`config.mk`:
```
export PLATFORM = sky130hd
export DESIGN_NAME = fifo_ctrl
export DESIGN_NICKNAME = d
export VERILOG_FILES = /design/src/rtl/fifo_ctrl_pkg.sv /design/src/rtl/fifo_ctrl.sv
export SDC_FILE = /design/constraint.sdc
export NUM_CORES = 1
export LEC_CHECK = 0
export CORE_MARGIN = 1
export CORE_UTILIZATION = 38
export DETAILED_ROUTE_END_ITERATION = 10
export HOLD_SLACK_MARGIN = 0.05
export PLACE_DENSITY = 0.8
export SYNTH_ARGS = -nofsm -noshare
export SYNTH_HDL_FRONTEND = slang
export SYNTH_SLANG_ARGS = --single-unit
```
`constraint.sdc`:
```
create_clock -name clk -period 1.8 [get_ports clk]
set_input_delay 0.18 -clock clk [delete_from_list [all_inputs] [get_ports clk]]
set_output_delay 0.18 -clock clk [all_outputs]
set_load 0.005 [all_outputs]
```
`src/rtl/fifo_ctrl_pkg.sv`:
```
// Shared FIFO sizing: default address width, depth and occupancy-count width.
// Imported by fifo_ctrl, the bench and the future fifo wrapper.
package fifo_ctrl_pkg;

    localparam int unsigned FIFO_W     = 2;
    localparam int unsigned FIFO_DEPTH = 2 ** FIFO_W;
    localparam int unsigned FIFO_CNT_W = FIFO_W + 1;

endpackage : fifo_ctrl_pkg

```
`src/rtl/fifo_ctrl.sv`:
```
// Synchronous FIFO controller: pointers, registered full/empty/count and sticky
// overflow/underflow flags in front of a 2^W-entry register file.
module fifo_ctrl
    import fifo_ctrl_pkg::*;
#(
    parameter int unsigned W = FIFO_W
) (
    input  logic         clk,
    input  logic         reset_n,
    input  logic         wr,
    input  logic         rd,
    input  logic         clr_err,
    output logic         wr_en,
    output logic [W-1:0] w_addr,
    output logic [W-1:0] r_addr,
    output logic         full,
    output logic         empty,
    output logic [W:0]   count,
    output logic         ovf,
    output logic         udf
);

    logic [W-1:0] w_addr_q, w_addr_d;
    logic [W-1:0] r_addr_q, r_addr_d;
    logic [W:0]   count_q, count_d;
    logic         full_q, full_d;
    logic         empty_q, empty_d;
    logic         ovf_q, ovf_d;
    logic         udf_q, udf_d;
    logic         push_s, pop_s;
    logic [W-1:0] w_addr_inc_s, r_addr_inc_s;

    // Request acceptance and next-state computation for pointers, status and error flags
    always_comb begin
        // A push into a full FIFO is accepted only when a pop frees the head slot this cycle
        push_s       = wr & (~full_q | rd);
        pop_s        = rd & ~empty_q;
        w_addr_inc_s = w_addr_q + W'(1'b1);
        r_addr_inc_s = r_addr_q + W'(1'b1);

        w_addr_d = w_addr_q;
        r_addr_d = r_addr_q;
        count_d  = count_q;
        full_d   = full_q;
        empty_d  = empty_q;

        if (push_s) begin
            w_addr_d = w_addr_inc_s;
        end else begin
            w_addr_d = w_addr_q;
        end

        if (pop_s) begin
            r_addr_d = r_addr_inc_s;
        end else begin
            r_addr_d = r_addr_q;
        end

        case ({push_s, pop_s})
            2'b10: begin
                empty_d = 1'b0;
                full_d  = (w_addr_inc_s == r_addr_q);
                count_d = count_q + (W+1)'(1'b1);
            end
            2'b01: begin
                full_d  = 1'b0;
                empty_d = (r_addr_inc_s == w_addr_q);
                count_d = count_q - (W+1)'(1'b1);
            end
            default: begin
                full_d  = full_q;
                empty_d = empty_q;
                count_d = count_q;
            end
        endcase

        // A new error wins over a coincident clear
        ovf_d = (wr & full_q & ~rd) | (ovf_q & ~clr_err);
        udf_d = (rd & empty_q) | (udf_q & ~clr_err);
    end

    // State registers with asynchronous reset to the empty FIFO
    always_ff @(posedge clk or negedge reset_n) begin
        if (!reset_n) begin
            w_addr_q <= '0;
            r_addr_q <= '0;
            count_q  <= '0;
            full_q   <= 1'b0;
            empty_q  <= 1'b1;
            ovf_q    <= 1'b0;
            udf_q    <= 1'b0;
        end else begin
            w_addr_q <= w_addr_d;
            r_addr_q <= r_addr_d;
            count_q  <= count_d;
            full_q   <= full_d;
            empty_q  <= empty_d;
            ovf_q    <= ovf_d;
            udf_q    <= udf_d;
        end
    end

    assign wr_en  = push_s;
    assign w_addr = w_addr_q;
    assign r_addr = r_addr_q;
    assign count  = count_q;
    assign full   = full_q;
    assign empty  = empty_q;
    assign ovf    = ovf_q;
    assign udf    = udf_q;

endmodule : fifo_ctrl

```
# Word-level counts from Yosys, hierarchy flattened
# Cells that the tools add are included.
op_classes:
  bitwise: 14
  muxes: 3
  reduce_logical: 1
  addsub: 4
  n_eq_ne: 4
op_table:
  columns: ["op", "count"]
  rows:
  - ["$and 1x1->1", 7]
  - ["$pmux 3 s2", 1]
  - ["$add 2x1->2 const B", 2]
  - ["$eq 2x2->1", 2]
  - ["$not 1->1", 4]
  - ["$pmux 1 s2", 2]
  - ["$add 3x1->3 const B", 1]
  - ["$or 1x1->1", 3]
  - ["$sub 3x1->3 const B", 1]
  - ["$eq 2x1->1 const B", 1]
  - ["$eq 2x2->1 const B", 1]
  - ["$reduce_bool 2->1", 1]
totals:
  input_bits: 5
  elab_cells: 33
  regBits: 11

# Depth between registers and ports, before layout
# Gate-level depths: netlist of run 1.
logic_depth:
  ltp_word: 5
  ltp_mapped: 8

# Worst setup path before layout of run 1
# Ideal clock, no wire load.
synth_path:
  kind: "register -> register"
  startpoint: "register full_q, in the netlist full"
  endpoint: "register count_q[2], in the netlist count[2]"
  arrival_ps: 1589
  setup_time_ps: 123
  n_path_buf: 0
  slack_ps: 88
  period_less_slack_ps: 1712
  stages_incl_launch_ff: 9
  required_ps: 1677
  path_cell_list: "dfrtp_1 nand2b_1 nand2_1 ha_1 xor2_1 ha_1 nor4b_2 nor2_1 xnor2_1"
synth_between:
  elab_chain_cells: 5
  elab_cells_between_ends: 7
  cone_classes: "eq/ne (2); mux (1); bitwise (3); reduce/logical (1)"
synth_lines:
  columns: ["item", "line_no", "source"]
  rows:
  - ["start, declared", "fifo_ctrl.sv:26", "logic full_q, full_d;"]
  - ["start signal, assigned", "fifo_ctrl.sv:96", "full_q <= full_d;"]
  - ["$not 1->1 *", "fifo_ctrl.sv:36", "push_s = wr & (~full_q | rd);"]
  - ["$or 1x1->1 *", "fifo_ctrl.sv:36", null]
  - ["$and 1x1->1 *", "fifo_ctrl.sv:36", null]
  - ["$eq 2x1->1 or $eq 2x2->1 (tied branches)", "fifo_ctrl.sv:59", "case ({push_s, pop_s})"]
  - ["$pmux 3 s2 or $reduce_bool 2->1 (tied branches)", null, null]
  - ["end signal, assigned", "fifo_ctrl.sv:95", "count_q <= count_d;"]
  - ["end, declared", "fifo_ctrl.sv:25", "logic [W:0] count_q, count_d;"]
# Mark *: on every way between the ends. The rest lies on a longest branch, timed or not.
# A chain may end at the register's enable or synchronous reset.

# Worst setup path after layout of run 1
layout_path:
  startpoint: "register full_q, in the netlist full"
  endpoint: "output port wr_en"
layout_between:
  elab_chain_cells: 3
layout_lines:
  columns: ["item", "line_no", "source"]
  rows:
  - ["$not 1->1", "fifo_ctrl.sv:36", null]
  - ["$or 1x1->1", "fifo_ctrl.sv:36", null]
  - ["$and 1x1->1", "fifo_ctrl.sv:36", null]
  - ["end, declared", "fifo_ctrl.sv:13", "output logic wr_en,"]
# No other way between the ends.

==> flow_summary.ini, run 1 <==
[worst_setup_path]
endpoint_kind = primary output
setup.worst_path.start_class = flip-flop
timing.rr.start = empty
crit_path_max_fanout = 3
crit_required_ps = 1620
critPathLaunch = full
cp.arrival_ps = 1540
crit_type = flip-flop to primary output

[final_layout]
synthToLayoutAreaGrowth_pct = 46.2
drive_gt1_share_pct = 23.6
fin_nets = 81
num_antenna_cells = 0
final_area_um2 = 808
final_cells = 87

[die]
start_util_pct = 41.5
pin_count = 17
die_w_um = 40.2
std_cell_rows = 13
core_um2 = 1330
dieArea_um2 = 1610
die_height_um = 40.2

[yosys]
synthAdderAreaFrac_pct = 6.79
async_reset_ff_share_pct = 100
synth_commonest_cells = 10 x dfrtp_1, 5 x nand2_1, 5 x xnor2_1
synth_area_um2 = 553
synth_cells = 48
synth_xor_xnor_area_share_pct = 14.0
syn_area_per_cell_um2 = 11.5
synth_top_family_by_area = simple AND/OR/NAND/NOR gates
seq_area_frac_synth_pct = 50.0
synthFlopType = dfrtp_1
synthSimpleGateAreaFrac_pct = 14.7
synth_compound_area_share_pct = 5.20
yosys_warnings = 0
ys_ff_latch = 11
yosysTopAreaCell = dfrtp_1
muxShareOfSynthArea_pct = 5.66
synth.top_cell.area_share_pct = 45.2
yosysMostFrequentCell = dfrtp_1
syn-num-nets = 56
synth_area_leaders = dfrtp_1 45%, xnor2_1 7.9%, ha_1 6.8%
synth_cell_types = 21
synth_edf_count = 0

[global_route]
grt_max_degree = 12
grt_usage_pct = 15.2
grt.overflow.total = 0
grt_pass1_vias = 367
grt_pass1_wl_um = 1540
antenna_found_initial = 0

[clock_tree]
postCtsSetupRepairBufs = 0
cts_buffers = 3
cts_sinks = 11
clock_path_buffers = 2
clk_pin_slew_ps = 70
cts_tree = yes
htree_levels = 1
insertion_delay_ps = 260
ctsHoldBuffers = 0
cts_root_buffer = clkbuf_4

[timing]
tns_ps = 0
rsz0062_at_grt = false
fmax_mhz = 582
slew_violations = 0
slew_headroom_pct = 66.9
final-hold-violation-count = 0
worstMarginPinSlew_ps = 496
fin_worst_skew_ps = 3.89
finalCriticalPeriod_ps = 1720
fin_crit_sh_pct = 95.4
setup_viol = 0

[detailed_routing]
drtIter0Drc = 6
dr.pass1.iters = 4
drt-total-wl_um = 985
drc_errors = 0
antenna_left = 0
vias = 415
drt-wirelength-per-cell_um = 11.3
via_per_inst = 4.77

[pwr]
switchingPower_mw = 0.428
p_per_area_nw_per_um2 = 1620
leakage_nw = 0.357
p_comb_share_pct = 49.7
p_clk_share_pct = 12.8
intPower_mw = 0.879
p_seq_share_pct = 37.5
swShare_pct = 32.8
vdd_ir_drop_max_mv = 0.654
finalPower_mw = 1.31

[status]
outcome = completed

[job]
cap_violations = 0

[placed_design]
placed_area_um2 = 764
place_congestion = 0.717
io_buffers = 16
dp_cells = 83
dp_hpwl_um = 754

[worst_hold_path]
min_path_type = input pin to flip-flop
hold_start = rd
==> path summary, 6_finish.rpt <==
kind | to | slack [ps] | cells after the start
max | wr_en | 80 | 5
min | udf | 190 | 3
max reg2reg | count[2] | 90 | 7
min reg2reg | count[2] | 500 | 1
max in group asynchronous | empty | 1200 | 1
min in group asynchronous | full | 240 | 1
==> critical path, cell delays in order (launching register included) <==
cell,delay [ps]
dfrtp_1,430
nand2b_4,90
nand2_1,80
buf_4,150
inv_1,50
clkdlybuf4s50_1,490
==> flip-flops by register name, summed over array words and instances (netlist names) <==
signal  cells
r_addr      2
w_addr      2
udf         1
count       3
full        1
ovf         1
empty       1
==> repair_timing <==
item / in CTS / in global routing
setup endpoints to repair: 1 / 2
gates resized for setup: 2 / 3
pin swaps: 0 / 2
==> power groups by stage <==
stage	combinational, mW	clock, mW	sequential (mW)
3_5_place_dp	0.648	0	0.487
3_3_place_gp	0.634	0	0.483
6_report	0.650	0.167	0.490
4_1_cts	0.654	0.175	0.487
2_1_floorplan	0.339	0	0.485
5_1_grt	0.722	0.186	0.505
==> kinds of logic (layout without fill, tap and decap cells) <==
family | count (synthesis) | in the layout
and+or+nand+nor | 14 | 14
AOI/OAI and AO/OA | 4 | 4
xor gates and xnor gates | 8 | 8
muxes | 3 | 3
buffers and inverters | 5 | 29
DFF | 11 | 11
adders and majority gates | 3 | 3
==> metrics by stage <==
step / setup WS (ps) / hold WS, ps / util (%)
2_1_floorplan: 88.2 / -116 / -
3_3_place_gp: -208 / 466 / 57.3
3_5_place_dp: -298 / 478 / 57.3
4_1_cts: 15.3 / 265 / 60.0
5_1_grt: 7.64 / 216 / 60.6
6_report: 82.8 / 192 / 60.6
==> routing by layer <==
layer | global-route usage (%) | vias up | share of wire, %
met1 | 19.5 | 194 | 46
li1 | - | 205 | -
met5 | 0 | - | 0
met2 | 21.4 | 14 | 45
met3 | 5.00 | 2 | 6.3
met4 | 10.3 | 0 | 1.6
==> cell usage in the layout, fill, tap and decap left out, drive strengths merged <==
| cell type | count |
|---|---|
| clkdlybuf4s50 | 15 |
| o21ai | 2 |
| nor2b | 3 |
| o31ai | 1 |
| ha | 3 |
| xor2 | 2 |
| mux2i | 2 |
| dlymetal6s2s | 1 |
| nand2b | 2 |
| mux2 | 1 |
| o22ai | 1 |
| inv | 4 |
| nor2 | 1 |
| nor4b | 1 |
| xnor2 | 6 |
| nand2 | 5 |
| dfstp | 1 |
| nor3b | 1 |
| dfrtp | 10 |
| nand3 | 1 |
| buf | 5 |
| clkbuf | 4 |
==> cell type report <==
cell class / count / area (um2)
fill: 108 / 526
sequential: 11 / 277
multi-input combinational: 32 / 272
timing repair buffer: 21 / 200
clock buffer: 4 / 26.3
tap: 15 / 18.8
inverter: 4 / 15.0
Note: power is estimated with default switching activity, not from simulation.
==> run 2: changes to the inputs <==
--- a/config.mk
+++ b/config.mk
@@ -10,6 +10,7 @@
 export DETAILED_ROUTE_END_ITERATION = 10
 export HOLD_SLACK_MARGIN = 0.05
 export PLACE_DENSITY = 0.8
+export REMOVE_ABC_BUFFERS = 1
 export SYNTH_ARGS = -nofsm -noshare
 export SYNTH_HDL_FRONTEND = slang
 export SYNTH_SLANG_ARGS = --single-unit
==> run 2 against run 1 <==
Routed wire length is 7.5% higher. Maximum frequency is 0.10% higher. Utilization is 0.94 points higher. Count of clock-buffer cells in the layout stayed put. Largest cell class unchanged. Worst setup slack better by 1.8 ps. Sequential share of layout area is 0.52 points lower.
==> flow_summary.ini, run 2 (synthesized netlist as in run 1, its figures left out) <==
[status]
outcome = completed

[pwr]
p_per_area_nw_per_um2 = 1610
vdd_ir_drop_max_mv = 0.599
leakage_nw = 0.364
switchingPower_mw = 0.432
p_clk_share_pct = 12.7
p_comb_share_pct = 50.3
swShare_pct = 32.7
intPower_mw = 0.889
p_seq_share_pct = 37.0

[worst_hold_path]
hold_start = rd
min_path_type = input pin to flip-flop

[timing]
slew_headroom_pct = 66.3
final.setup.worst_slack_ps = 84.6
rsz0062_at_grt = false
fin_crit_sh_pct = 95.3
fmax_mhz = 583
slew_violations = 0
finalCriticalPeriod_ps = 1720
final-hold-violation-count = 0
tns_ps = 0
setup_viol = 0
fin_worst_skew_ps = 6.08
worstMarginPinSlew_ps = 504

[die]
die_w_um = 40.2
die_height_um = 40.2
std_cell_rows = 13
core_um2 = 1330
pin_count = 17
start_util_pct = 41.5
dieArea_um2 = 1610

[final_layout]
final_area_um2 = 821
drive_gt1_share_pct = 26.0
synthToLayoutAreaGrowth_pct = 48.4
final_cells = 88
fin_nets = 82
layout_common_cells = 15 x clkdlybuf4s50_1, 10 x dfrtp_1, 6 x buf_4, 5 x nand2_1, 5 x xnor2_1
final_core_util_pct = 61.5
mostFrequentLayoutCell = clkdlybuf4s50_1
num_antenna_cells = 0
largest_reg_flops = 3

[placed_design]
dp_hpwl_um = 783
placed_area_um2 = 772
dp_cells = 84
pre_cts_slack_ps = -226
place_congestion = 0.708
io_buffers = 16

[detailed_routing]
drc_errors = 0
drt-wirelength-per-cell_um = 12.0
dr.pass1.iters = 4
via_per_inst = 4.68
drt-total-wl_um = 1060
vias = 412
drtIter0Drc = 1
antenna_left = 0

[clock_tree]
cts_buffers = 3
postCtsSetupRepairBufs = 0
clk_pin_slew_ps = 70
post_cts.resized_instances = 0
cts_tree = yes
insertion_delay_ps = 270
cts_sinks = 11
cts_root_buffer = clkbuf_4
htree_levels = 1
clock_path_buffers = 2
ctsHoldBuffers = 0

[worst_setup_path]
crit_type = flip-flop to primary output
cp.arrival_ps = 1540
critPathLaunch = full
timing.rr.start = empty
endpoint_kind = primary output
setup.worst_path.start_class = flip-flop
crit_required_ps = 1620
crit_path_max_fanout = 3

[global_route]
grt_usage_pct = 17.2
grt_pass1_wl_um = 1740
grt.overflow.total = 0
antenna_found_initial = 0
grt_pass1_vias = 385
grt_max_degree = 12

[job]
cap_violations = 0
==> run 2: changes by cell type in the layout (fill, tap and decap cells not counted) <==
cell,change
buf_4,+1
nor3b_2,+1
nor3b_1,-1
==> run 2: cell type report <==
| class | instances | area [um2] |
|---|---|---|
| Sequential cell | 11 | 277 |
| Fill cell | 103 | 513 |
| Tap cell | 15 | 18.8 |
| Inverter | 4 | 15.0 |
| Multi-Input combinational cell | 32 | 277 |
| Clock buffer | 4 | 26.3 |
| Timing Repair Buffer | 22 | 208 |
==> run 2: worst paths after layout <==
check	end	slack, ps	cells past startpoint
max	wr_en	80	5
min	udf	200	3
max reg2reg	count[2]	110	7
min reg2reg	count[2]	480	1
max in group asynchronous	empty	1190	1
min in group asynchronous	count[0]	240	1
==> run 2: metal layers <==
layer / GRT usage (%) / routed length (um) / share of wire [%]
met5: 0 / 0 / 0
met4: 10.3 / 0 / 0
met3: 5.00 / 49 / 4.6
met2: 26.2 / 531 / 50
met1: 21.2 / 479 / 45
==> run 2: worst max-delay path, stage by stage (launching register included) <==
cell	delay [ps]
dfrtp_1	430
nand2b_4	90
nand2_1	70
buf_4	150
inv_1	50
clkdlybuf4s50_1	480
==> run 2: power by group through the flow <==
stage / logic [mW] / registers (mW) / clock network (mW)
6_report: 0.664 / 0.489 / 0.168
5_1_grt: 0.753 / 0.510 / 0.185
4_1_cts: 0.658 / 0.483 / 0.171
3_5_place_dp: 0.654 / 0.487 / 0
3_3_place_gp: 0.644 / 0.483 / 0
2_1_floorplan: 0.337 / 0.485 / 0
==> run 2: through the flow <==
| stage | total power [mW] | hold WS, ps |
|---|---|---|
| global route | 1.45 | 216 |
| global placement | 1.13 | 461 |
| floorplan | 0.822 | -116 |
| detailed placement | 1.14 | 469 |
| finish | 1.32 | 202 |
| CTS | 1.31 | 258 |
==> run 3: changes to the inputs <==
--- a/config.mk
+++ b/config.mk
@@ -5,11 +5,13 @@
 export SDC_FILE = /design/constraint.sdc
 export NUM_CORES = 1
 export LEC_CHECK = 0
+export CAP_MARGIN = 20
 export CORE_MARGIN = 1
-export CORE_UTILIZATION = 38
+export CORE_UTILIZATION = 35
+export CTS_BUF_LIST = sky130_fd_sc_hd__clkbuf_8
 export DETAILED_ROUTE_END_ITERATION = 10
 export HOLD_SLACK_MARGIN = 0.05
-export PLACE_DENSITY = 0.8
+export PLACE_DENSITY = 0.75
 export REMOVE_ABC_BUFFERS = 1
 export SYNTH_ARGS = -nofsm -noshare
 export SYNTH_HDL_FRONTEND = slang
==> run 3 against run 2 <==
Global-route usage decreased by 2.5 points. Worst setup slack gained 5.8 ps. Die area rose by 8.1%. Routed wire length fell by 2.1%. Utilization shrank 0.72 points. Combinational power grew 3%. Register-to-register slack lost 20 ps. Critical path type is now flip-flop to flip-flop. Largest cell class unchanged. Largest power group unchanged.
==> flow_summary.ini, run 3 (synthesized netlist as in run 1, its figures left out) <==
[status]
outcome = completed

[job]
cap_violations = 0

[pwr]
vdd_ir_drop_max_mv = 0.846
p_per_area_nw_per_um2 = 1680
finalPower_mw = 1.41
leakage_nw = 0.376

[final_layout]
final_core_util_pct = 60.8
mostFrequentLayoutCell = clkdlybuf4s50_1
layout.area.seq_um2 = 277
largest_reg_flops = 3
fin_nets = 83
synthToLayoutAreaGrowth_pct = 52.0
multiInputGateArea_um2 = 270
drive_gt1_share_pct = 23.0
num_antenna_cells = 0
layout_common_cells = 15 x clkdlybuf4s50_1, 10 x dfrtp_1, 7 x buf_4
final_cells = 89
final.fill_count = 123

[worst_setup_path]
path_common_cell = ha_2
crit_family = simple AND/OR/NAND/NOR gates
critPathSlowestCell = dfrtp_1
crit_required_ps = 1920
path_cells = nand2b_1 -> nand2_1 -> ha_2 -> xor2_1 -> ha_2 -> nor4b_4 -> nor2_1 -> xnor2_1
reg2reg_depth = 8
cp_num_cells = 8
cp.arrival_ps = 1830
critical_path_buf_inv_count = 0
endpoint_kind = flip-flop
setup.worst_path.start_class = flip-flop
cpPeakStageDelay_ps = 400
crit_path_max_fanout = 3
crit_type = flip-flop to flip-flop

[detailed_routing]
drt-wirelength-per-cell_um = 11.7
m1WireLength_um = 492
drtIter0Drc = 4
drt-total-wl_um = 1040
via_per_inst = 4.57
drc_errors = 0
antenna_left = 0
highest_layer = met3
wl_met3_um = 68
dr.pass1.iters = 3
dr_wl_met2_um = 475
vias = 407

[timing]
rsz0062_at_grt = false
final-hold-violation-count = 0
slew_headroom_pct = 67.7
fin_worst_skew_ps = 0.678
worstMarginPinSlew_ps = 484
slew_violations = 0
fmax_mhz = 585
fin_crit_sh_pct = 95.0
setup_viol = 0
finalCriticalPeriod_ps = 1710

[global_route]
grt_pass1_vias = 414
antenna_found_initial = 0
grt.overflow.total = 0
grt_usage_pct = 14.7
grt_max_degree = 12
grt_pass1_wl_um = 1900

[clock_tree]
cts_tree = yes
insertion_delay_ps = 240
cts_buffers = 3
clk_pin_slew_ps = 50
cts_root_buffer = clkbuf_8
postCtsSetupRepairBufs = 0
cts_sinks = 11
clock_path_buffers = 2
htree_levels = 1

[worst_hold_path]
min_path_type = input pin to flip-flop
hold_depth = 3

[placed_design]
io_buffers = 16
place_congestion = 0.733
dp_cells = 85
dp_hpwl_um = 781

[die]
std_cell_rows = 13
core_um2 = 1380
start_util_pct = 40.0
die_w_um = 41.8
die_height_um = 41.8
pin_count = 17
dieArea_um2 = 1740
## run 3: cell types whose count changed in the layout (fill, tap and decap cells not counted)
cell,before,now
inv_1,4,5
nor3b_1,0,1
clkbuf_4,3,0
nor2b_1,2,3
nor4b_2,1,0
nand2b_4,1,0
nor4b_4,0,1
clkbuf_8,0,3
nor2b_2,1,0
nand2b_1,1,2
clkbuf_1,1,0
nor3b_2,1,0
buf_4,6,7
## run 3: area by class of cell
type                       instances  area share [%]
clock inverter                     1           0.446
inverter                           4            1.79
tap                               15            2.23
multi-input combinational         32            32.1
timing repair buffer              23            25.6
clock buffer                       3            4.91
sequential                        11            32.9
## run 3: what timing repair did
action	in CTS	in global routing
resized for setup	0	4
hold buffers	0	0
endpoints found under the hold margin	0	0
setup endpoints to repair	0	2
## run 3: metal layers
| metal | vias up | track usage, % |
|---|---|---|
| li1 | 206 | - |
| met5 | - | 0 |
| met4 | 0 | 3.87 |
| met2 | 14 | 20.6 |
| met3 | 0 | 7.83 |
| met1 | 187 | 19.7 |
## run 3: metrics by stage
| step | instance area, um2 | worst slack, ps | setup TNS, ps | hold WS [ps] |
|---|---|---|---|---|
| after CTS | 825 | 12.4 | 0 | 294 |
| after detailed placement | 779 | -236 | -543 | 469 |
| after global placement | 779 | -191 | -410 | 468 |
| after global routing | 841 | 6.69 | 0 | 272 |
| after floorplan | 548 | 88.1 | 0 | -116 |
| final | 841 | 90.4 | 0 | 238 |
## run 3: path summary, 6_finish.rpt
kind	slack [ps]	from	end
setup / recovery	90	full	count[2]
hold / removal	240	rd	udf
setup reg to reg	90	full	count[2]
hold reg to reg	480	count[2]	count[2]
max in group asynchronous	1180	reset_n	empty
min in group asynchronous	270	reset_n	w_addr[1]
## run 3: where the power goes
part	leakage, nW	switching [mW]	internal (mW)
Sequential	0.133	0.121	0.365
Combinational	0.216	0.235	0.449
Clock	0.0269	0.0899	0.149
## run 3: tightest hold or removal path: stages
cell and delay [ps]:
dlymetal6s2s_1 120, nand2_1 70, o21ai_0 60
